[src/rtl/tx_frame_ctrl.sv]
// Serial frame transmitter: start bit, DATA_WIDTH data bits LSB first,
// optional odd/even parity bit and one or two stop bits, paced by BaudTick.
module tx_frame_ctrl #(
    parameter int DATA_WIDTH = 8
) (
    input  logic                  Clock,
    input  logic                  ResetN,
    input  logic                  BaudTick,
    input  logic                  Send,
    input  logic [DATA_WIDTH-1:0] DataIn,
    input  logic [1:0]            ParityType,
    input  logic                  StopBits,
    output logic                  TxOut,
    output logic                  Busy,
    output logic                  Done,
    output logic                  ParityOut
);

    localparam int              CW       = (DATA_WIDTH > 1) ? $clog2(DATA_WIDTH) : 1;
    localparam logic [CW-1:0]   LAST_BIT = CW'(DATA_WIDTH - 1);

    typedef enum logic [2:0] {
        ST_IDLE,
        ST_ARM,
        ST_START,
        ST_DATA,
        ST_PARITY,
        ST_STOP
    } state_t;

    state_t                state_q, state_d;
    logic [DATA_WIDTH-1:0] shift_q, shift_d;
    logic [1:0]            ptype_q, ptype_d;
    logic                  stop2_q, stop2_d;
    logic                  stop_cnt_q, stop_cnt_d;
    logic [CW-1:0]         bit_cnt_q, bit_cnt_d;
    logic                  tx_q, tx_d;
    logic                  busy_q, busy_d;
    logic                  done_q, done_d;
    logic                  par_q, par_d;
    logic                  par_en;

    // Modes 01 and 10 insert a parity slot; 00 and 11 do not.
    assign par_en = ptype_q[0] ^ ptype_q[1];

    always_ff @(posedge Clock or negedge ResetN) begin
        if (!ResetN) begin
            state_q    <= ST_IDLE;
            shift_q    <= '0;
            ptype_q    <= 2'b00;
            stop2_q    <= 1'b0;
            stop_cnt_q <= 1'b0;
            bit_cnt_q  <= '0;
            tx_q       <= 1'b1;
            busy_q     <= 1'b0;
            done_q     <= 1'b0;
            par_q      <= 1'b0;
        end else begin
            state_q    <= state_d;
            shift_q    <= shift_d;
            ptype_q    <= ptype_d;
            stop2_q    <= stop2_d;
            stop_cnt_q <= stop_cnt_d;
            bit_cnt_q  <= bit_cnt_d;
            tx_q       <= tx_d;
            busy_q     <= busy_d;
            done_q     <= done_d;
            par_q      <= par_d;
        end
    end

    always_comb begin
        state_d    = state_q;
        shift_d    = shift_q;
        ptype_d    = ptype_q;
        stop2_d    = stop2_q;
        stop_cnt_d = stop_cnt_q;
        bit_cnt_d  = bit_cnt_q;
        tx_d       = tx_q;
        busy_d     = busy_q;
        done_d     = 1'b0;
        par_d      = par_q;

        case (state_q)
            ST_IDLE: begin
                if (Send) begin
                    shift_d    = DataIn;
                    ptype_d    = ParityType;
                    stop2_d    = StopBits;
                    bit_cnt_d  = '0;
                    stop_cnt_d = 1'b0;
                    busy_d     = 1'b1;
                    state_d    = ST_ARM;
                    case (ParityType)
                        2'b01:   par_d = ~^DataIn;
                        2'b10:   par_d = ^DataIn;
                        default: par_d = 1'b0;
                    endcase
                end
            end
            ST_ARM: begin
                if (BaudTick) begin
                    tx_d    = 1'b0;
                    state_d = ST_START;
                end
            end
            ST_START: begin
                if (BaudTick) begin
                    tx_d      = shift_q[0];
                    shift_d   = shift_q >> 1;
                    bit_cnt_d = '0;
                    state_d   = ST_DATA;
                end
            end
            ST_DATA: begin
                // The counter stops at LAST_BIT, so it can never roll into a second pass.
                if (BaudTick) begin
                    if (bit_cnt_q == LAST_BIT) begin
                        if (par_en) begin
                            tx_d    = par_q;
                            state_d = ST_PARITY;
                        end else begin
                            tx_d       = 1'b1;
                            stop_cnt_d = 1'b0;
                            state_d    = ST_STOP;
                        end
                    end else begin
                        tx_d      = shift_q[0];
                        shift_d   = shift_q >> 1;
                        bit_cnt_d = bit_cnt_q + 1'b1;
                    end
                end
            end
            ST_PARITY: begin
                if (BaudTick) begin
                    tx_d       = 1'b1;
                    stop_cnt_d = 1'b0;
                    state_d    = ST_STOP;
                end
            end
            ST_STOP: begin
                if (BaudTick) begin
                    if (stop2_q && !stop_cnt_q) begin
                        stop_cnt_d = 1'b1;
                    end else begin
                        tx_d    = 1'b1;
                        busy_d  = 1'b0;
                        done_d  = 1'b1;
                        state_d = ST_IDLE;
                    end
                end
            end
            default: begin
                state_d = ST_IDLE;
            end
        endcase
    end

    assign TxOut     = tx_q;
    assign Busy      = busy_q;
    assign Done      = done_q;
    assign ParityOut = par_q;

endmodule
[config.mk]
export PLATFORM = sky130hd
export DESIGN_NAME = tx_frame_ctrl
export DESIGN_NICKNAME = d
export VERILOG_FILES = /design/src/rtl/tx_frame_ctrl.sv
export SDC_FILE = /design/constraint.sdc
export NUM_CORES = 1
export LEC_CHECK = 0
export ABC_AREA = 0
export BUFFER_PORTS_ARGS = -buffer_cell sky130_fd_sc_hd__clkbuf_2
export CAP_MARGIN = 20
export CORE_ASPECT_RATIO = 1.25
export CORE_MARGIN = 2
export CORE_UTILIZATION = 25
export CTS_BUF_LIST = sky130_fd_sc_hd__clkbuf_16
export DETAILED_ROUTE_END_ITERATION = 6
export PLACE_DENSITY = 0.44
export RECOVER_POWER = 25
export SLEW_MARGIN = 0
export SYNTH_ARGS = -nofsm -noshare
export SYNTH_HDL_FRONTEND = slang
export SYNTH_SLANG_ARGS = --single-unit
[constraint.sdc]
create_clock -name Clock -period 5.12 [get_ports Clock]
set_input_delay 0.768 -clock Clock [delete_from_list [all_inputs] [get_ports Clock]]
set_output_delay 0.768 -clock Clock [all_outputs]
set_load 0.05 [all_outputs]
==> Word-level counts from Yosys, hierarchy flattened <==
Cells that the tools add are included.
{ "word_totals": {"inputBits": 15, "register_bits": 22, "word_cells": 90} }
{ "classes": {"n_reduce_logical": 15, "mux": 44, "n_eq_ne": 19, "n_addsub": 1, "bitwise_logic": 1} }
{ "ops": {"columns": ["cell", "count"], "rows": [
  ["3-bit 2-to-1 mux", 12],
  ["8-bit 2-to-1 mux", 4],
  ["8-bit case mux with 3 select lines", 1],
  ["2-bit != test, second input constant", 11],
  ["1-bit 2-to-1 mux", 21],
  ["3-bit case mux with 6 select lines", 1],
  ["8-bit AND reduction", 2],
  ["3-bit == test, second input constant", 3],
  ["3-bit case mux with 3 select lines", 1],
  ["8-bit XNOR reduction", 1],
  ["8-bit XOR reduction", 1],
  ["7-bit AND reduction", 1],
  ["3-bit by 2-bit == test with 1-bit output, second input constant", 2],
  ["1-bit case mux with 5 select lines", 1],
  ["5-bit AND reduction", 1],
  ["5-bit nonzero test", 1],
  ["1-bit case mux with 2 select lines", 2],
  ["1-bit case mux with 4 select lines", 1],
  ["4-bit AND reduction", 1],
  ["4-bit nonzero test", 1],
  ["3-bit by 1-bit adder with 3-bit output, second input constant", 1],
  ["3-bit by 1-bit == test with 1-bit output, second input constant", 1],
  ["3-bit logical NOT", 1],
  ["3-bit nonzero test", 1],
  ["other kinds (7)", 7]
]} }

==> Depth between registers and ports, before layout <==
Gate-level depths: netlist of run 1.
{ "depth": {"depth_word": 5, "ltp_mapped": 8} }

==> Least setup slack after synthesis of run 1 <==
Ideal clock, no wire load.
{ "synth_timing": {"kind": "in2reg", "startpoint": "input BaudTick", "endpoint": "register bit_cnt_q[0]", "path_stages": 6, "setup_ps": 125, "t_arrival_ps": 1630, "path_buffers": 2, "path_slack_ps": 3365, "cell_sequence": "clkbuf_2 nand2_1 o22ai_1 and2_4 buf_6 mux2_4"} }
{ "synth_between": {"elab_chain_len": 2, "elab_cells_between_ends": 3} }
{ "synth_lines": {"columns": ["item", "line", "source"], "rows": [
  ["start: declaration", "8", "input logic BaudTick,"],
  ["2-bit != test (no line)", null, null],
  ["5-bit AND reduction (no line) (*)", null, null],
  ["end signal: assignment", "64", "bit_cnt_q <= bit_cnt_d;"],
  ["end: declaration", "36", "logic [CW-1:0] bit_cnt_q, bit_cnt_d;"]
]} }
Every way passes the cells marked *; elsewhere a longest branch is shown, timed or not.
A chain may end at the register's enable or synchronous reset.

==> Final worst setup path of run 1 <==
{ "layout_timing": {"startpoint": "register bit_cnt_q[0]", "endpoint": "register bit_cnt_q[0]"} }
{ "layout_between": {"elab_chain_len": 4, "elab_cells_between_ends": 7} }
{ "layout_lines": {"columns": ["item", "line", "source"], "rows": [
  ["3-bit by 1-bit adder with 3-bit output", "130", "bit_cnt_d = bit_cnt_q + 1'b1;"],
  ["3-bit 2-to-1 mux", "118", "if (bit_cnt_q == LAST_BIT) begin"],
  ["3-bit 2-to-1 mux", "117", "if (BaudTick) begin"],
  ["3-bit case mux with 3 select lines", "84", "case (state_q)"]
]} }
Parallel ways exist; a longest one is shown, timed or not. The select of a mux whose other input is x is not followed.

==> results of run 1 <==
[path summary, 6_finish.rpt]
check / cells after the start / slack [ns] / start / end
hold reg to reg: 1 / 0.53 / ptype_q[1] / ptype_q[1]
setup / recovery: 6 / 3.26 / bit_cnt_q[0] / bit_cnt_q[0]
min in group asynchronous: 1 / 0.75 / ResetN / bit_cnt_q[0]
hold / removal: 1 / 0.53 / ptype_q[1] / ptype_q[1]
max in group asynchronous: 1 / 3.65 / ResetN / ParityOut
setup reg to reg: 6 / 3.26 / bit_cnt_q[0] / bit_cnt_q[0]
[state kept, by name, indices dropped and copies added (netlist names)]
| name | count |
|---|---|
| ptype_q | 2 |
| ParityOut | 1 |
| bit_cnt_q | 3 |
| Done | 1 |
| stop_cnt_q | 1 |
| TxOut | 1 |
| stop2_q | 1 |
| state_q | 3 |
| shift_q | 8 |
| Busy | 1 |
[cells in the mapped netlist (2+ instances only)]
master   number  area share (%)
o31ai_1       2             1.2
nor2_1       13             4.0
a21oi_1       5             2.0
nor3_1        2            0.81
dfrtp_1      21              43
buf_6         2             1.8
ha_1          2             2.0
a31oi_1       9             4.6
buf_4         4             2.4
inv_1         5             1.5
nand3_1       3             1.2
xnor2_1       8             5.7
nor2b_1       5             2.5
nand2_1      19             5.8
and2_4        2             1.4
mux2_2        5             4.6
o21ai_0       5             2.0
[per-layer routing]
metal | part of all wire, % | up-vias | wire length, um
met3 | 3.8 | 0 | 90
met2 | 47 | 14 | 1106
met4 | 0 | 0 | 0
li1 | - | 467 | -
met1 | 49 | 432 | 1171
met5 | 0 | - | 0
[worst register-to-register path: cells and delay by family, from the launching register on]
| family | cells | cell delay [ns] |
|---|---|---|
| multiplexers | 1 | 0.32 |
| AO/OA/AOI/OAI | 1 | 0.12 |
| AND/OR/NAND/NOR | 2 | 0.47 |
| flip-flops | 1 | 0.40 |
| adder cells (fa/ha/maj) | 2 | 0.44 |
[layout make-up]
class | instances | area, sq um
sequential | 22 | 551.8
fill | 547 | 3344
clock inverter | 1 | 3.754
timing repair buffer | 18 | 88.84
multi-input combinational | 95 | 606.8
tap | 60 | 75.07
inverter | 5 | 18.77
clock buffer | 3 | 75.07
[power groups by stage]
stage | Clock [mW] | Combinational, mW | Sequential [mW]
finish | 0.165 | 0.323 | 0.312
detailed placement | 0 | 0.325 | 0.317
floorplan | 0 | 0.265 | 0.328
global placement | 0 | 0.322 | 0.314
global route | 0.180 | 0.362 | 0.325
CTS | 0.172 | 0.327 | 0.313
[logic make-up (layout without fill, tap and decap cells)]
logic type      count (synthesis)  in the layout  synth area share [%]
simple gates                   50             50                 20.47
compound gates                 27             27                 13.68
flops                          22             22                 44.68
buf+inv                        12             27                 6.180
xor+xnor                        9              9                 6.383
mux                             7              7                 6.585
fa+ha+maj                       2              2                 2.026
[stage by stage]
step / area, sq um / setup WS, ns / hold slack (ns) / total power, mW
floorplan: 1235 / 3.365 / 0.4724 / 0.5929
global placement: 1343 / 3.271 / 0.5153 / 0.6356
detailed placement: 1343 / 3.240 / 0.5212 / 0.6418
CTS: 1421 / 3.237 / 0.5233 / 0.8125
global route: 1420 / 3.102 / 0.5569 / 0.8673
finish: 1420 / 3.258 / 0.5284 / 0.8002
==> qor.txt, run 1 <==
Grt peak-use layer: met2
Vias in the first global route: 864
P_sw: 0.3096 mW
Max Cap Viol: 0
Most frequent cells in the layout: 21 x dfrtp_1, 19 x nand2_1, 17 x clkbuf_2, 13 x nor2_1, 9 x a31oi_1
Largest net degree at the start of global routing: 23
Clock Sink Count: 22
Combinational group share of total power: 40.4%
Total negative slack: 0 ns
Crit Path Category: flip-flop to flip-flop
CTS tree: built
Synthesized flop and latch total: 22
Cells after Synth: 129
Status: completed
Drt pass-1 iters: 4
Cell area after synthesis: 0.001235 sq mm
Peak VDD IR: 152.1 uV
Vias per Instance: 4.475
Top Family by Delay on Critical Path: simple AND/OR/NAND/NOR gates
Power per Cell Area: 563.5 mW/mm^2
Final net count: 162
Die Width: 66.87 um
Final hold viol count: 0
DRT iter0 DRCs: 38
Normalized max-slew margin: 18.76%
Setup crit end kind: flip-flop
Met1 usage: 12.99%
Final core occ: 29.81%
CP Cell Sequence: ha_1 > ha_1 > and2_4 > o22ai_1 > and2_4 > mux2_4
Die Area: 0.005522 sq mm
First-pass GRT wire length: 4022 um
Internal Power: 0.4906 mW
Share of cells above drive strength 1: 22.92%
Syn_area_per_cell: 9.573 sq um
Clock-pin slew on the worst setup and hold paths: 0.06 ns
Crit start category: flip-flop
Routing usage on met2: 15.20%
Sequential group share of total power: 39.0%
Post-synthesis async set-or-reset flop share: 100.0%
Clock Path Buffers: 2
Period minus WS final: 1.862 ns
Setup bufs post-CTS: 0
DR WL/cell: 11.61 um
Drt drc: 0
WP buf/inv: 0
H-tree lvl count: 1
Main flop type after synthesis: dfrtp_1
Top-Level Pins: 19
Clk pwr share: 20.6%
Lkg Pwr: 0.6159 nW
Die H: 82.58 um
Initial antenna violation count: 0
CP max-delay cell: dfrtp_1
IO Port Bufs: 18
Layout area overhead: 14.99%
Worst path max stage delay: 0.40 ns
Crit path DAT: 2.00 ns
ANT cells: 0
FP Rows: 28
Maximum clock rate: 537.1 MHz
Detailed placement HPWL: 1782 um
Synth cell types: 34
Post-route insts no fill: 204
Clk_lat worst skew: 0.25 ns
Commonest non-fill, non-tap cell in the layout: dfrtp_1
Clock skew: 0.002582 ns
Final Max Tran Viols: 0
WP data required: 5.26 ns
Cts hold-fix bufs: 0
Routed Antenna Nets: 0
Tightest Pin Transition: 1.219 ns
Post-cts resize count: 0
RSZ-0062 raised after global routing: no
Critical-path maximum fanout: 21
Starting Density: 25.92%
Core footprint: 0.004765 sq mm
Placer Congestion: 0.8016
Total CTS buffers: 3
Post-synth EDFFs: 0
Clock Tree Root: clkbuf_16
DR vias: 913
Routed wire length: 2368 um
Net Sw Frac: 38.69%
Gr ovfl total: 0
Met3 usage: 2.168%
Period utilisation layout: 36.36%
Warnings from Yosys: 0
Hold WC Path Type: flip-flop to flip-flop
Syn Nets: 146
Setup-failing EPs final: 0
Total track usage: 9.525%
Inst Count DP: 200
Register area share after synthesis: 44.68%
Power figures use the tool's default switching activity.
==> run 2, diff against run 1 <==
ABC_AREA = 1   (was 0)
PLACE_DENSITY = 0.43   (was 0.44)
clock period = 1.95 ns   (was 5.12 ns; I/O delays follow)
==> qor.txt, run 2 <==
Crit start category: flip-flop (unchanged)
Top-Level Pins: 19 (unchanged)
Total power: 2.476 mW (was 0.8002 mW)
Period utilisation layout: 88.67% (was 36.36%)
Post-synthesis adder-cell area fraction: 1.818% (was 2.026%)
Most common cell in the netlist: nand2_1 (was dfrtp_1)
Final hold viol count: 0 (unchanged)
DRT met1 WL: 1411 um (was 1171 um)
FP Rows: 30 (was 28)
Synth cell types: 22 (was 34)
Tightest Pin Transition: 1.213 ns (was 1.219 ns)
Status: completed (unchanged)
Final Max Tran Viols: 0 (unchanged)
Gr ovfl total: 0 (unchanged)
Register area share after synthesis: 40.09% (was 44.68%)
Cells after Synth: 200 (was 129)
H-tree lvl count: 1 (unchanged)
Main flop type after synthesis: dfrtp_1 (unchanged)
Final core occ: 29.72% (was 29.81%)
Power per Cell Area: 1552 mW/mm^2 (was 563.5 mW/mm^2)
Synth top area share: 38.18% (was 42.55%)
Die Area: 0.006119 sq mm (was 0.005522 sq mm)
Vias in the first global route: 1263 (was 864)
Lkg Pwr: 0.8678 nW (was 0.6159 nW)
Mux contribution to synthesized area: 0% (was 6.586%)
Detailed placement HPWL: 2417 um (was 1782 um)
Clk_lat worst skew: 0.26 ns (was 0.25 ns)
Vias per Instance: 4.300 (was 4.475)
DRT iter0 DRCs: 46 (was 38)
Clock-pin slew on the worst setup and hold paths: 0.06 ns (about the same)
Syn_area_per_cell: 6.882 sq um (was 9.573 sq um)
First-pass GRT wire length: 5602 um (was 4022 um)
Max reg flops: 8 (unchanged)
Biggest regs: shift_q (8), bit_cnt_q (3), state_q (3) (unchanged)
Die H: 86.96 um (was 82.58 um)
Drt drc: 0 (unchanged)
Drt pass-1 iters: 4 (unchanged)
Largest family of logic cells by synthesized area: simple AND/OR/NAND/NOR gates (unchanged)
Simple-gate share of the synthesized area: 33.36% (was 20.47%)
Post-synthesis compound-gate area fraction: 13.36% (was 13.68%)
Total CTS buffers: 3 (unchanged)
Area after DPL: 0.001518 sq mm (was 0.001343 sq mm)
Peak VDD IR: 406.3 uV (was 152.1 uV)
Most frequent cells in the layout: 76 x nand2_1, 26 x inv_1, 21 x dfrtp_1, 19 x nor2_1, 19 x o21ai_0 (was 21 x dfrtp_1, 19 x nand2_1, 17 x clkbuf_2, 13 x nor2_1, 9 x a31oi_1)
Clock Sink Count: 22 (unchanged)
Largest area contributor in the netlist: dfrtp_1 (unchanged)
Critical-path maximum fanout: 19 (was 21)
Normalized max-slew margin: 19.15% (was 18.76%)
Layout area overhead: 15.91% (was 14.99%)
Synth cell count leaders: 76 x nand2_1, 26 x inv_1, 21 x dfrtp_1 (was 21 x dfrtp_1, 19 x nand2_1, 13 x nor2_1)
Starting Density: 25.64% (was 25.92%)
Maximum clock rate: 578.4 MHz (was 537.1 MHz)
Max Cap Viol: 0 (unchanged)
Warnings from Yosys: 0 (unchanged)
Clock Path Buffers: 2 (unchanged)
DR WL/cell: 10.86 um (was 11.61 um)
CTS tree: built (unchanged)
Placer Congestion: 0.8823 (was 0.8016)
Top cells by area, synth: dfrtp_1 38%, nand2_1 21%, inv_1 7.1%, o21ai_0 6.9%, nor2_1 5.2% (was dfrtp_1 43%, nand2_1 5.8%, xnor2_1 5.7%, a31oi_1 4.6%, mux2_2 4.6%)
Post-synth EDFFs: 0 (unchanged)
Total negative slack: 0 ns (unchanged)
Setup bufs post-CTS: 0 (unchanged)
Max layer used: met4 (was met3)
Routed wire length: 3073 um (was 2368 um)
Met3 routed wirelength: 111 um (was 90 um)
Post-cts resize count: 0 (unchanged)
Core footprint: 0.005368 sq mm (was 0.004765 sq mm)
Commonest non-fill, non-tap cell in the layout: nand2_1 (was dfrtp_1)
Met2 wire length: 1458 um (was 1106 um)
Post-route cell area: 0.001595 sq mm (was 0.001420 sq mm)
RSZ-0062 raised after global routing: no (unchanged)
Setup crit end kind: flip-flop (unchanged)
Setup-failing EPs final: 0 (unchanged)
Period minus WS final: 1.729 ns (was 1.862 ns)
Share of cells above drive strength 1: 15.98% (was 22.92%)
Initial antenna violation count: 0 (unchanged)
WP data required: 2.09 ns (was 5.26 ns)
Syn Nets: 217 (was 146)
Clock Tree Root: clkbuf_16 (unchanged)
Largest net degree at the start of global routing: 23 (unchanged)
Cell area after synthesis: 0.001376 sq mm (was 0.001235 sq mm)
Clock skew: 0.001481 ns (was 0.002582 ns)
IO Port Bufs: 18 (unchanged)
Final net count: 237 (was 162)
Die Width: 70.37 um (was 66.87 um)
Post-synthesis async set-or-reset flop share: 100.0% (unchanged)
Cts hold-fix bufs: 0 (unchanged)
Crit Path Category: flip-flop to flip-flop (unchanged)
Routed Antenna Nets: 0 (unchanged)
ANT cells: 0 (unchanged)
Largest register by flop count: shift_q (unchanged)
Total track usage: 11.60% (was 9.525%)
DR vias: 1217 (was 913)
Hold WC Path Type: input pin to flip-flop (was flip-flop to flip-flop)
Synthesized flop and latch total: 22 (unchanged)
Crit path DAT: 1.87 ns (was 2.00 ns)
Synth Area in XOR/XNOR: 1.273% (was 6.383%)
==> run 2: changes by cell type after synthesis, sizes merged, moves of 5 or more <==
cell and change:
xnor2 -6, nand3 +5, o21ai +20, mux2 -6, nor2b -6, inv +22
nor2 +8, nand2 +61, a31oi -9
==> run 2: cell families (layout without fill, tap and decap cells) <==
logic type,after synthesis,after routing
AOI/OAI and AO/OA,31,31
xor gates and xnor gates,2,2
adders and majority gates,2,2
buffers and inverters,31,50
DFF,22,22
and+or+nand+nor,112,112
==> run 2: critical path, cell delays in order, from the launching register on <==
cell,delay (ns)
dfrtp_1,0.48
inv_2,0.12
nand2_4,0.19
inv_1,0.09
nand2_2,0.11
o21ai_0,0.09
nor2_1,0.12
nand2_1,0.14
o21ai_0,0.18
nand2_1,0.08
==> run 2: layout make-up <==
type,instances,area [sq um]
Fill cell,596,3772
Multi-Input combinational cell,147,685.7
Sequential cell,22,551.8
Inverter,28,110.1
Timing Repair Buffer,18,88.84
Tap cell,64,80.08
Clock buffer,3,75.07
Clock inverter,1,3.754
==> run 2: layer usage <==
layer  vias up  global-route usage (%)
li1        659                       -
met1       526                   13.84
met2        23                   19.64
met3         9                   2.662
met4         0                   5.594
met5         -                       0
==> run 2: path summary, 6_finish.rpt <==
| path | startpoint | end | slack [ns] | cells past startpoint |
|---|---|---|---|---|
| max | state_q[2] | state_q[2] | 0.22 | 9 |
| min | StopBits | stop2_q | 0.25 | 3 |
| max reg2reg | state_q[2] | state_q[2] | 0.22 | 9 |
| min reg2reg | Busy | Busy | 0.47 | 2 |
| max in group asynchronous | ResetN | shift_q[7] | 0.96 | 1 |
| min in group asynchronous | ResetN | shift_q[5] | 0.27 | 1 |
==> run 2: stage by stage <==
step                setup slack, ns  cells  hold WS, ns
global route               0.002913    283       0.2670
floorplan                    0.4595    200    -0.003091
CTS                          0.2227    283      0.05211
global placement             0.1951    279       0.3301
finish                       0.2210    283       0.2457
detailed placement           0.2351    279       0.3357
==> run 2: report_power, final <==
group          internal, mW  leakage, nW  switching (mW)
clock network         0.274       0.0385           0.171
logic                 0.387        0.551           0.864
registers             0.652        0.278           0.128
